## config.mk

```make
export PLATFORM = sky130hd
export DESIGN_NAME = pipe_hazard_ctrl
export DESIGN_NICKNAME = d
export VERILOG_FILES = /design/src/rtl/cpu_ctrl_pkg.sv /design/src/rtl/hazard_detect.sv /design/src/rtl/pipe_hazard_ctrl.sv
export SDC_FILE = /design/constraint.sdc
export NUM_CORES = 1
export LEC_CHECK = 0
export CAP_MARGIN = 20
export CORE_ASPECT_RATIO = 1.75
export CORE_MARGIN = 2
export CORE_UTILIZATION = 46
export DETAILED_ROUTE_END_ITERATION = 7
export GPL_TIMING_DRIVEN = 0
export PLACE_DENSITY = 0.86
export SLEW_MARGIN = 15
export SYNTH_ARGS = -nofsm -noshare
export SYNTH_HDL_FRONTEND = slang
export SYNTH_SLANG_ARGS = --single-unit
```

## constraint.sdc

```tcl
create_clock -name clk_i -period 2 [get_ports clk_i]
set_input_delay 0.4 -clock clk_i [delete_from_list [all_inputs] [get_ports clk_i]]
set_output_delay 0.4 -clock clk_i [all_outputs]
set_load 0.01 [all_outputs]
```

## src/rtl/cpu_ctrl_pkg.sv

```systemverilog
// Shared types and constants for the pipeline control slice: FSM state encoding,
// the hardwired-zero register index and the NOP instruction word.
package cpu_ctrl_pkg;

    typedef enum logic [2:0] {
        StRun,
        StStallLu,
        StMemWait,
        StDrain,
        StHalted
    } state_e;

    localparam int unsigned REG_ZERO = 0;
    localparam logic [31:0] NOP_INSN = 32'h0000_0013;

endpackage

```

## src/rtl/hazard_detect.sv

```systemverilog
// Combinational load-use hazard compare between the instruction in ID and a load in EX.
// Register zero is hardwired, so it never creates a hazard.
module hazard_detect
    import cpu_ctrl_pkg::*;
#(
    parameter int unsigned REG_AW = 5
) (
    input  logic              id_valid_i,
    input  logic [REG_AW-1:0] id_rs_i,
    input  logic [REG_AW-1:0] id_rt_i,
    input  logic              id_use_rs_i,
    input  logic              id_use_rt_i,
    input  logic              ex_valid_i,
    input  logic              ex_load_i,
    input  logic              ex_wr_i,
    input  logic [REG_AW-1:0] ex_dest_i,
    output logic              lu_o
);

    logic rs_hit, rt_hit;

    assign rs_hit = id_use_rs_i && (id_rs_i == ex_dest_i);
    assign rt_hit = id_use_rt_i && (id_rt_i == ex_dest_i);
    assign lu_o   = id_valid_i && ex_valid_i && ex_load_i && ex_wr_i &&
                    (ex_dest_i != REG_AW'(REG_ZERO)) && (rs_hit || rt_hit);

endmodule

```

## src/rtl/pipe_hazard_ctrl.sv

```systemverilog
// Stall/bubble/flush sequencer for the IF-ID-EX-WB pipeline, including halt drain.
// Optional saturating performance counters are built when PIPE_CTRL_PERF_EN is defined.
module pipe_hazard_ctrl
    import cpu_ctrl_pkg::*;
#(
    parameter int unsigned REG_AW = 5
`ifdef PIPE_CTRL_PERF_EN
    , parameter int unsigned PERF_W = 32
`endif
) (
    input  logic              clk_i,
    input  logic              reset_i,
    input  logic              id_valid_i,
    input  logic [REG_AW-1:0] id_rs_i,
    input  logic [REG_AW-1:0] id_rt_i,
    input  logic              id_use_rs_i,
    input  logic              id_use_rt_i,
    input  logic              id_wr_en_i,
    input  logic [REG_AW-1:0] id_dest_i,
    input  logic              id_is_load_i,
    input  logic              id_is_halt_i,
    input  logic              ex_br_taken_i,
    input  logic              dmem_busy_i,
    output logic              pc_we_o,
    output logic              if_id_we_o,
    output logic              if_id_flush_o,
    output logic              id_ex_bubble_o,
    output logic              ex_wb_we_o,
`ifdef PIPE_CTRL_PERF_EN
    output logic [PERF_W-1:0] perf_stall_cnt_o,
    output logic [PERF_W-1:0] perf_flush_cnt_o,
    output logic [PERF_W-1:0] perf_wait_cnt_o,
`endif
    output logic              halted_o
);

    state_e            state_q, state_d, ret_q, ret_d, eff_state;
    logic              br_pend_q, br_pend_d, halt_seen_q, halt_seen_d;
    logic              ex_valid_q, ex_wr_q, ex_load_q, wb_valid_q;
    logic [REG_AW-1:0] ex_dest_q;
    logic              lu, br, stall_evt, wait_evt;
    logic              pc_we, if_id_we, flush, bubble, ex_wb_we;

    hazard_detect #(
        .REG_AW (REG_AW)
    ) u_hazard_detect (
        .id_valid_i  (id_valid_i),
        .id_rs_i     (id_rs_i),
        .id_rt_i     (id_rt_i),
        .id_use_rs_i (id_use_rs_i),
        .id_use_rt_i (id_use_rt_i),
        .ex_valid_i  (ex_valid_q),
        .ex_load_i   (ex_load_q),
        .ex_wr_i     (ex_wr_q),
        .ex_dest_i   (ex_dest_q),
        .lu_o        (lu)
    );

    always_comb begin
        // On the MEM_WAIT release cycle the controller acts as the state it left.
        eff_state   = (state_q == StMemWait) ? ret_q : state_q;
        br          = ex_br_taken_i || br_pend_q;
        state_d     = state_q;
        ret_d       = ret_q;
        br_pend_d   = br_pend_q;
        halt_seen_d = halt_seen_q;
        pc_we       = 1'b0;
        if_id_we    = 1'b0;
        flush       = 1'b0;
        bubble      = 1'b0;
        ex_wb_we    = 1'b0;
        stall_evt   = 1'b0;
        wait_evt    = 1'b0;
        unique case (eff_state)
            StRun, StStallLu: begin
                if (dmem_busy_i) begin
                    wait_evt  = 1'b1;
                    state_d   = StMemWait;
                    ret_d     = eff_state;
                    br_pend_d = br;
                end else begin
                    pc_we     = 1'b1;
                    if_id_we  = 1'b1;
                    ex_wb_we  = 1'b1;
                    state_d   = StRun;
                    br_pend_d = 1'b0;
                    if (br) begin
                        flush  = 1'b1;
                        bubble = 1'b1;
                    end else if (lu) begin
                        pc_we     = 1'b0;
                        if_id_we  = 1'b0;
                        bubble    = 1'b1;
                        stall_evt = 1'b1;
                        state_d   = StStallLu;
                    end else if (id_valid_i && id_is_halt_i) begin
                        pc_we       = 1'b0;
                        if_id_we    = 1'b0;
                        halt_seen_d = 1'b1;
                        state_d     = StDrain;
                    end
                end
            end
            StDrain: begin
                if (dmem_busy_i) begin
                    wait_evt = 1'b1;
                    state_d  = StMemWait;
                    ret_d    = StDrain;
                end else begin
                    ex_wb_we = 1'b1;
                    bubble   = 1'b1;
                    state_d  = (halt_seen_q && !ex_valid_q && !wb_valid_q) ? StHalted : StDrain;
                end
            end
            StHalted: state_d = StHalted;
            default:  state_d = StRun;
        endcase
    end

    // While reset is held the outputs show the NOP-injecting reset pattern.
    assign pc_we_o        = pc_we && !reset_i;
    assign if_id_we_o     = if_id_we && !reset_i;
    assign if_id_flush_o  = flush || reset_i;
    assign id_ex_bubble_o = bubble || reset_i;
    assign ex_wb_we_o     = ex_wb_we && !reset_i;
    assign halted_o       = (state_q == StHalted) && !reset_i;

    always_ff @(posedge clk_i or posedge reset_i) begin
        if (reset_i) begin
            state_q     <= StRun;
            ret_q       <= StRun;
            br_pend_q   <= 1'b0;
            halt_seen_q <= 1'b0;
            ex_valid_q  <= 1'b0;
            ex_wr_q     <= 1'b0;
            ex_load_q   <= 1'b0;
            ex_dest_q   <= '0;
            wb_valid_q  <= 1'b0;
        end else begin
            state_q     <= state_d;
            ret_q       <= ret_d;
            br_pend_q   <= br_pend_d;
            halt_seen_q <= halt_seen_d;
            if (ex_wb_we) begin
                ex_valid_q <= id_valid_i && !bubble;
                ex_wr_q    <= id_wr_en_i && !bubble;
                ex_load_q  <= id_is_load_i && !bubble;
                ex_dest_q  <= id_dest_i;
                wb_valid_q <= ex_valid_q;
            end
        end
    end

    // The stall cycle moved the load to WB, so a second load-use here means broken tracking.
    assert property (@(posedge clk_i) disable iff (reset_i) (state_q == StStallLu) |-> !lu);

`ifdef PIPE_CTRL_PERF_EN
    logic [PERF_W-1:0] stall_cnt_q, flush_cnt_q, wait_cnt_q;

    always_ff @(posedge clk_i or posedge reset_i) begin
        if (reset_i) begin
            stall_cnt_q <= '0;
            flush_cnt_q <= '0;
            wait_cnt_q  <= '0;
        end else begin
            if (stall_evt && (stall_cnt_q != '1)) stall_cnt_q <= stall_cnt_q + PERF_W'(1);
            if (flush && (flush_cnt_q != '1))     flush_cnt_q <= flush_cnt_q + PERF_W'(1);
            if (wait_evt && (wait_cnt_q != '1))   wait_cnt_q  <= wait_cnt_q + PERF_W'(1);
        end
    end

    assign perf_stall_cnt_o = stall_cnt_q;
    assign perf_flush_cnt_o = flush_cnt_q;
    assign perf_wait_cnt_o  = wait_cnt_q;
`endif

endmodule
```

== Yosys cells after proc, flatten, opt, wreduce, memory -nomap -nowiden ==
Index checks and enable logic that the tools add are counted.

* Bitwise gates (word level): 3
* Muxes and demuxes: 26
* Eq/ne operators: 9
* Reduce and logical (&&, ||, !) cells: 31

{| class="wikitable"
|+ Operators by type and width
! operator !! number
|-
| $logic_and A1 B1 Y1 || 16
|-
| $mux W3 || 5
|-
| $mux W1 || 14
|-
| $eq A5 B5 Y1 || 2
|-
| $pmux W3 S3 || 1
|-
| $mux W2 || 4
|-
| $eq A3 B2 Y1 const B || 2
|-
| $eq A3 B3 Y1 const B || 2
|-
| $pmux W3 S2 || 1
|-
| $reduce_and A5 Y1 || 1
|-
| $reduce_bool A5 Y1 || 1
|-
| $logic_not A1 Y1 || 4
|-
| $logic_or A1 B1 Y1 || 4
|-
| $ne A2 B2 Y1 const B || 2
|-
| $eq A3 B1 Y1 const B || 1
|-
| $logic_not A3 Y1 || 1
|-
| $not A1 Y1 || 3
|-
| $reduce_and A3 Y1 || 1
|-
| $reduce_or A3 Y1 || 1
|-
| $pmux W1 S2 || 1
|-
| $reduce_bool A2 Y1 || 1
|-
| $reduce_or A2 Y1 || 1
|}

* Register bits: 17
* Word-level logic and storage cells: 78

== Logic depth before layout (Yosys ltp) ==
* Word-level depth: 11
* Mapped depth: 5
* Mapped depth without buffers: 4

== By module ==
A second synthesis with hierarchy kept.

* Cells, all modules: 93
* Area total of the unflattened synthesis: 943.4 um^2

{| class="wikitable"
|+ By module, submodules not included
! module !! cells an instance !! times used !! seq. area each (um^2) !! area an instance (um^2)
|-
| pipe_hazard_ctrl || 75 || 1 || 425.4 || 803.3
|-
| hazard_detect || 18 || 1 || 0.0 || 140.1
|}

== Worst setup path after synthesis ==
No wires, ideal clock.

* Path type: reg2out
* From: register ex_dest_q[0]
* To: output pc_we_o
* Path slack: -58 ps
* Buffers on the path: 1
* Cell stages (with the launch flop): 6
* Arrival time: 1658 ps
* Required time: 1600 ps
* Cell sequence: dfrtp_1 > or4_4 > o21ai_4 > nor3_1 > a21oi_1 > buf_4

* Cells in the longest elaborated chain, start to end: 9
* Elaborated cells on any way between the ends: 13
* Classes of those cells: 2 x eq/ne; 4 x mux; 7 x reduce/logical

{| class="wikitable"
|+ Ends and longest elaborated chain
! what !! RTL line !! text
|-
| from (decl) || pipe_hazard_ctrl.sv:40 || <nowiki>logic [REG_AW-1:0] ex_dest_q;</nowiki>
|-
| from (signal assigned) || pipe_hazard_ctrl.sv:148 || <nowiki>ex_dest_q <= id_dest_i;</nowiki>
|-
| $eq A5 B5 Y1 (on tied branches) || hazard_detect.sv:22, hazard_detect.sv:23 ||
|-
| $logic_and A1 B1 Y1 (on tied branches) || hazard_detect.sv:22, hazard_detect.sv:23 ||
|-
| $logic_or A1 B1 Y1 || hazard_detect.sv:25 || <nowiki>(ex_dest_i != REG_AW'(REG_ZERO)) && (rs_hit || rt_hit);</nowiki>
|-
| $logic_and A1 B1 Y1 (*) || hazard_detect.sv:25 ||
|-
| $mux W1 (*) (4 in a row) || n/a ||
|-
| $logic_and A1 B1 Y1 (*) || n/a ||
|-
| to (decl) || pipe_hazard_ctrl.sv:24 || <nowiki>output logic pc_we_o,</nowiki>
|}

Every way passes the cells marked *; elsewhere a longest branch is shown, timed or not.

== Worst setup path after layout ==
* From: register ex_dest_q[1]
* To: output id_ex_bubble_o

* Cells in the longest elaborated chain, start to end: 9
* Elaborated cells on any way between the ends: 13
* Classes of those cells: 2 x eq/ne; 4 x mux; 7 x reduce/logical

{| class="wikitable"
|+ Ends and longest elaborated chain
! what !! RTL line !! text
|-
| $eq A5 B5 Y1 (on tied branches) || hazard_detect.sv:22, hazard_detect.sv:23 ||
|-
| $logic_and A1 B1 Y1 (on tied branches) || hazard_detect.sv:22, hazard_detect.sv:23 ||
|-
| $logic_or A1 B1 Y1 || hazard_detect.sv:25 ||
|-
| $logic_and A1 B1 Y1 (*) || hazard_detect.sv:25 ||
|-
| $mux W1 (*) || pipe_hazard_ctrl.sv:90 || <nowiki>end else if (lu) begin</nowiki>
|-
| $mux W1 (*) || pipe_hazard_ctrl.sv:87 || <nowiki>if (br) begin</nowiki>
|-
| $mux W1 (*) || pipe_hazard_ctrl.sv:76 || <nowiki>if (dmem_busy_i) begin</nowiki>
|-
| $pmux W1 S2 (*) || pipe_hazard_ctrl.sv:74 || <nowiki>unique case (eff_state)</nowiki>
|-
| $logic_or A1 B1 Y1 (*) || pipe_hazard_ctrl.sv:124 || <nowiki>assign id_ex_bubble_o = bubble || reset_i;</nowiki>
|-
| to (decl) || pipe_hazard_ctrl.sv:27 || <nowiki>output logic id_ex_bubble_o,</nowiki>
|}

Marked as above.

==> flow_summary.ini <==
[cts]
clockBufferDepth = 2
cts_max_level = 1
clk_pin_slew_ps = 70
cts_root_buf = clkbuf_8
insertion_delay_ps = 250
cts.sink_count = 17
cts_made_buffers = 3
cts_tree = done
hold_buffers = 0

[power_and_ir_drop]
comb_power_share_pct = 34.4
p_clk_share_pct = 24.5
p_seq_share_pct = 41.1
worst_ir_drop_vdd_v = 0.000377
total_power_mw = 1.06
p_sw_uw = 330
p_int_uw = 731
sw_frac_of_total_pct = 31.1
p_leak_nw = 0.729
power_density_nw_per_um2 = 621

[critical_path]
crit_path_top_delay_cell = or4_4
criticalPathCategory = flop to primary output
arrival_ps = 1840
ff2ff_path_depth = 6
worstPathMaxFanout = 2
crit_required_ps = 1600
worst_setup_path_start_kind = flop
path_cells = or4_4 > o21ai_4 > buf_6 > nor2_2 > a21o_1 > buf_2
cpPeakStageDelay_ps = 540
r2r_setup_slack_ps = 240
endpoint_kind = primary output
worstReg2RegStart = ex_dest_q[1]
r2r_end = state_q[0]

[synth]
syn_nets = 133
synth_area_per_cell_um2 = 9.89
yosysUniqueCellTypes = 42
seq_area_frac_synth_pct = 39.8
synthCells = 108
async_flop_share_pct = 100
mappedNetlistArea_um2 = 1070
synth_seq_cells = 17
synth_edf_count = 0
ys_warn_count = 0
synth_ff_type = dfrtp_1

[placed_design]
place_hpwl_um = 2120
port_buffers = 30
gp_congestion = 0.937
place_area_um2 = 1400
placed_cells = 163

[die]
start_util_pct = 47.6
rows = 23
die_w_um = 40.4
fp.dieH_um = 67.8
coreArea_um2 = 2240
die-area_um2 = 2740
ios = 31

[global_routing]
grt_pass1_vias = 1200
antenna_found_initial = 0
grt_max_degree = 11
track_usage_pct = 28.7
grt-ovfl-total = 0
grt_pass1_wl_um = 5310

[routing]
drt_iter0_markers = 36
wl_per_cell_um = 19.0
vias = 1153
vias_per_cell = 6.04
drc_errors = 0
final_antenna_net_count = 0
wirelength_um = 3640
dr.pass1.iters = 4

[sta]
timing_hold_violations_final = 0
relSlewSlack_pct = 67.6
setup_tns_ps = -648
post-route-min-period_ps = 2240
finalSetupViolations = 3
finalCritPeriodShare_pct = 112
rsz0062_at_grt = true
worst_pin_slew_ps = 483
fin_ws_ps = -239
drv_slew = 0
fmax_mhz = 447
clock_skew_ps = 4.76

[finish]
layout_commonest_cell = buf_4
final_cells = 191
diodes = 0
final_cell_mix = buf_4, clkdlybuf4s50_1, dfrtp_1
fillers = 144
syn_to_final_growth_pct = 59.8
final_cell_area_um2 = 1710
fin_nets = 192
drive_above_1_share_pct = 33.7

[flow_run]
cap_violations = 0

[status]
failed_checks = negative setup slack
outcome = finished with violations

[hold_path]
hp-class = input port to async pin
critical path, delay by kind of cell (launching register included):
kind            cells  cell delay [ps]
compound gates      2              350
buf+inv             2              270
flops               1              400
simple gates        2              570
logic make-up after synthesis:
family          Yosys count  synth area share [%]
buf+inv                   5                  2.11
simple gates             37                  20.5
flops                    17                  39.8
compound gates           33                  23.1
mux                       6                  6.32
xor+xnor                 10                  8.20
per-layer routing:
| metal | vias to the layer above | GRT usage, % | part of all wire (%) | routed length, µm |
|---|---|---|---|---|
| li1 | 518 | - | - | - |
| met1 | 564 | 30.0 | 37 | 1360 |
| met2 | 53 | 48.4 | 53 | 1940 |
| met3 | 18 | 3.95 | 5.0 | 181 |
| met4 | 0 | 20.8 | 4.4 | 161 |
| met5 | - | 0 | 0 | 0 |
synth_stat cells, types with 3 or more instances:
library cell,n,share of area [%]
nor2b_1,3,1.8
dfrtp_1,17,40
xnor2_1,10,8.2
mux2_1,3,3.2
nor2_1,8,2.8
inv_1,4,1.4
a21oi_1,7,3.3
o21ai_0,4,1.9
o211ai_1,4,2.8
mux2_2,3,3.2
nand2_1,8,2.8
nand3_1,3,1.4
per-stage QoR:
| stage | util [%] | setup slack (ps) | hold slack [ps] |
|---|---|---|---|
| 3_3_place_gp | 62.5 | -833 | 464 |
| 6_report | 76.1 | -239 | 385 |
| 3_5_place_dp | 62.5 | -861 | 475 |
| 2_1_floorplan | - | 25.0 | 345 |
| 4_1_cts | 73.2 | -243 | 396 |
| 5_1_grt | 76.1 | -293 | 426 |
cell type report:
class	instances	area, µm²	share of cell area, %
multi-input combinational	86	697	40.8
timing repair buffer	53	470	27.5
inverter	4	18.8	1.10
sequential	17	429	25.1
buffer	1	11.3	0.659
tap	25	31.3	1.83
clock buffer	4	45.0	2.64
timing repair inverter	1	5.00	0.293
worst max path at each step:
| stage | startpoint | end | slack, ps | depth (start not counted) |
|---|---|---|---|---|
| final | ex_dest_q[1] | id_ex_bubble_o | -240 | 6 |
| after detailed placement | ex_br_taken_i | pc_we_o | -860 | 7 |
| after CTS | flop | pc_we_o | -240 | 6 |
| after global routing | ex_dest_q[1] | pc_we_o | -290 | 8 |
| after global placement | ex_br_taken_i | pc_we_o | -830 | 7 |
| after floorplan | ex_dest_q[0] | pc_we_o | 30 | 5 |
repair_timing:
action	CTS	global route
cloned	1	0
setup buffers	21	2
resized for setup	35	16
pin swaps	11	9
setup endpoints to repair	6	6
power by group through the flow:
stage	Combinational, mW	Sequential, mW	Clock [mW]
finish	0.365	0.435	0.260
global route	0.395	0.441	0.275
CTS	0.334	0.432	0.258
detailed placement	0.272	0.445	0
global placement	0.264	0.444	0
floorplan	0.173	0.433	0
Note: power is estimated with default switching activity, not from simulation.
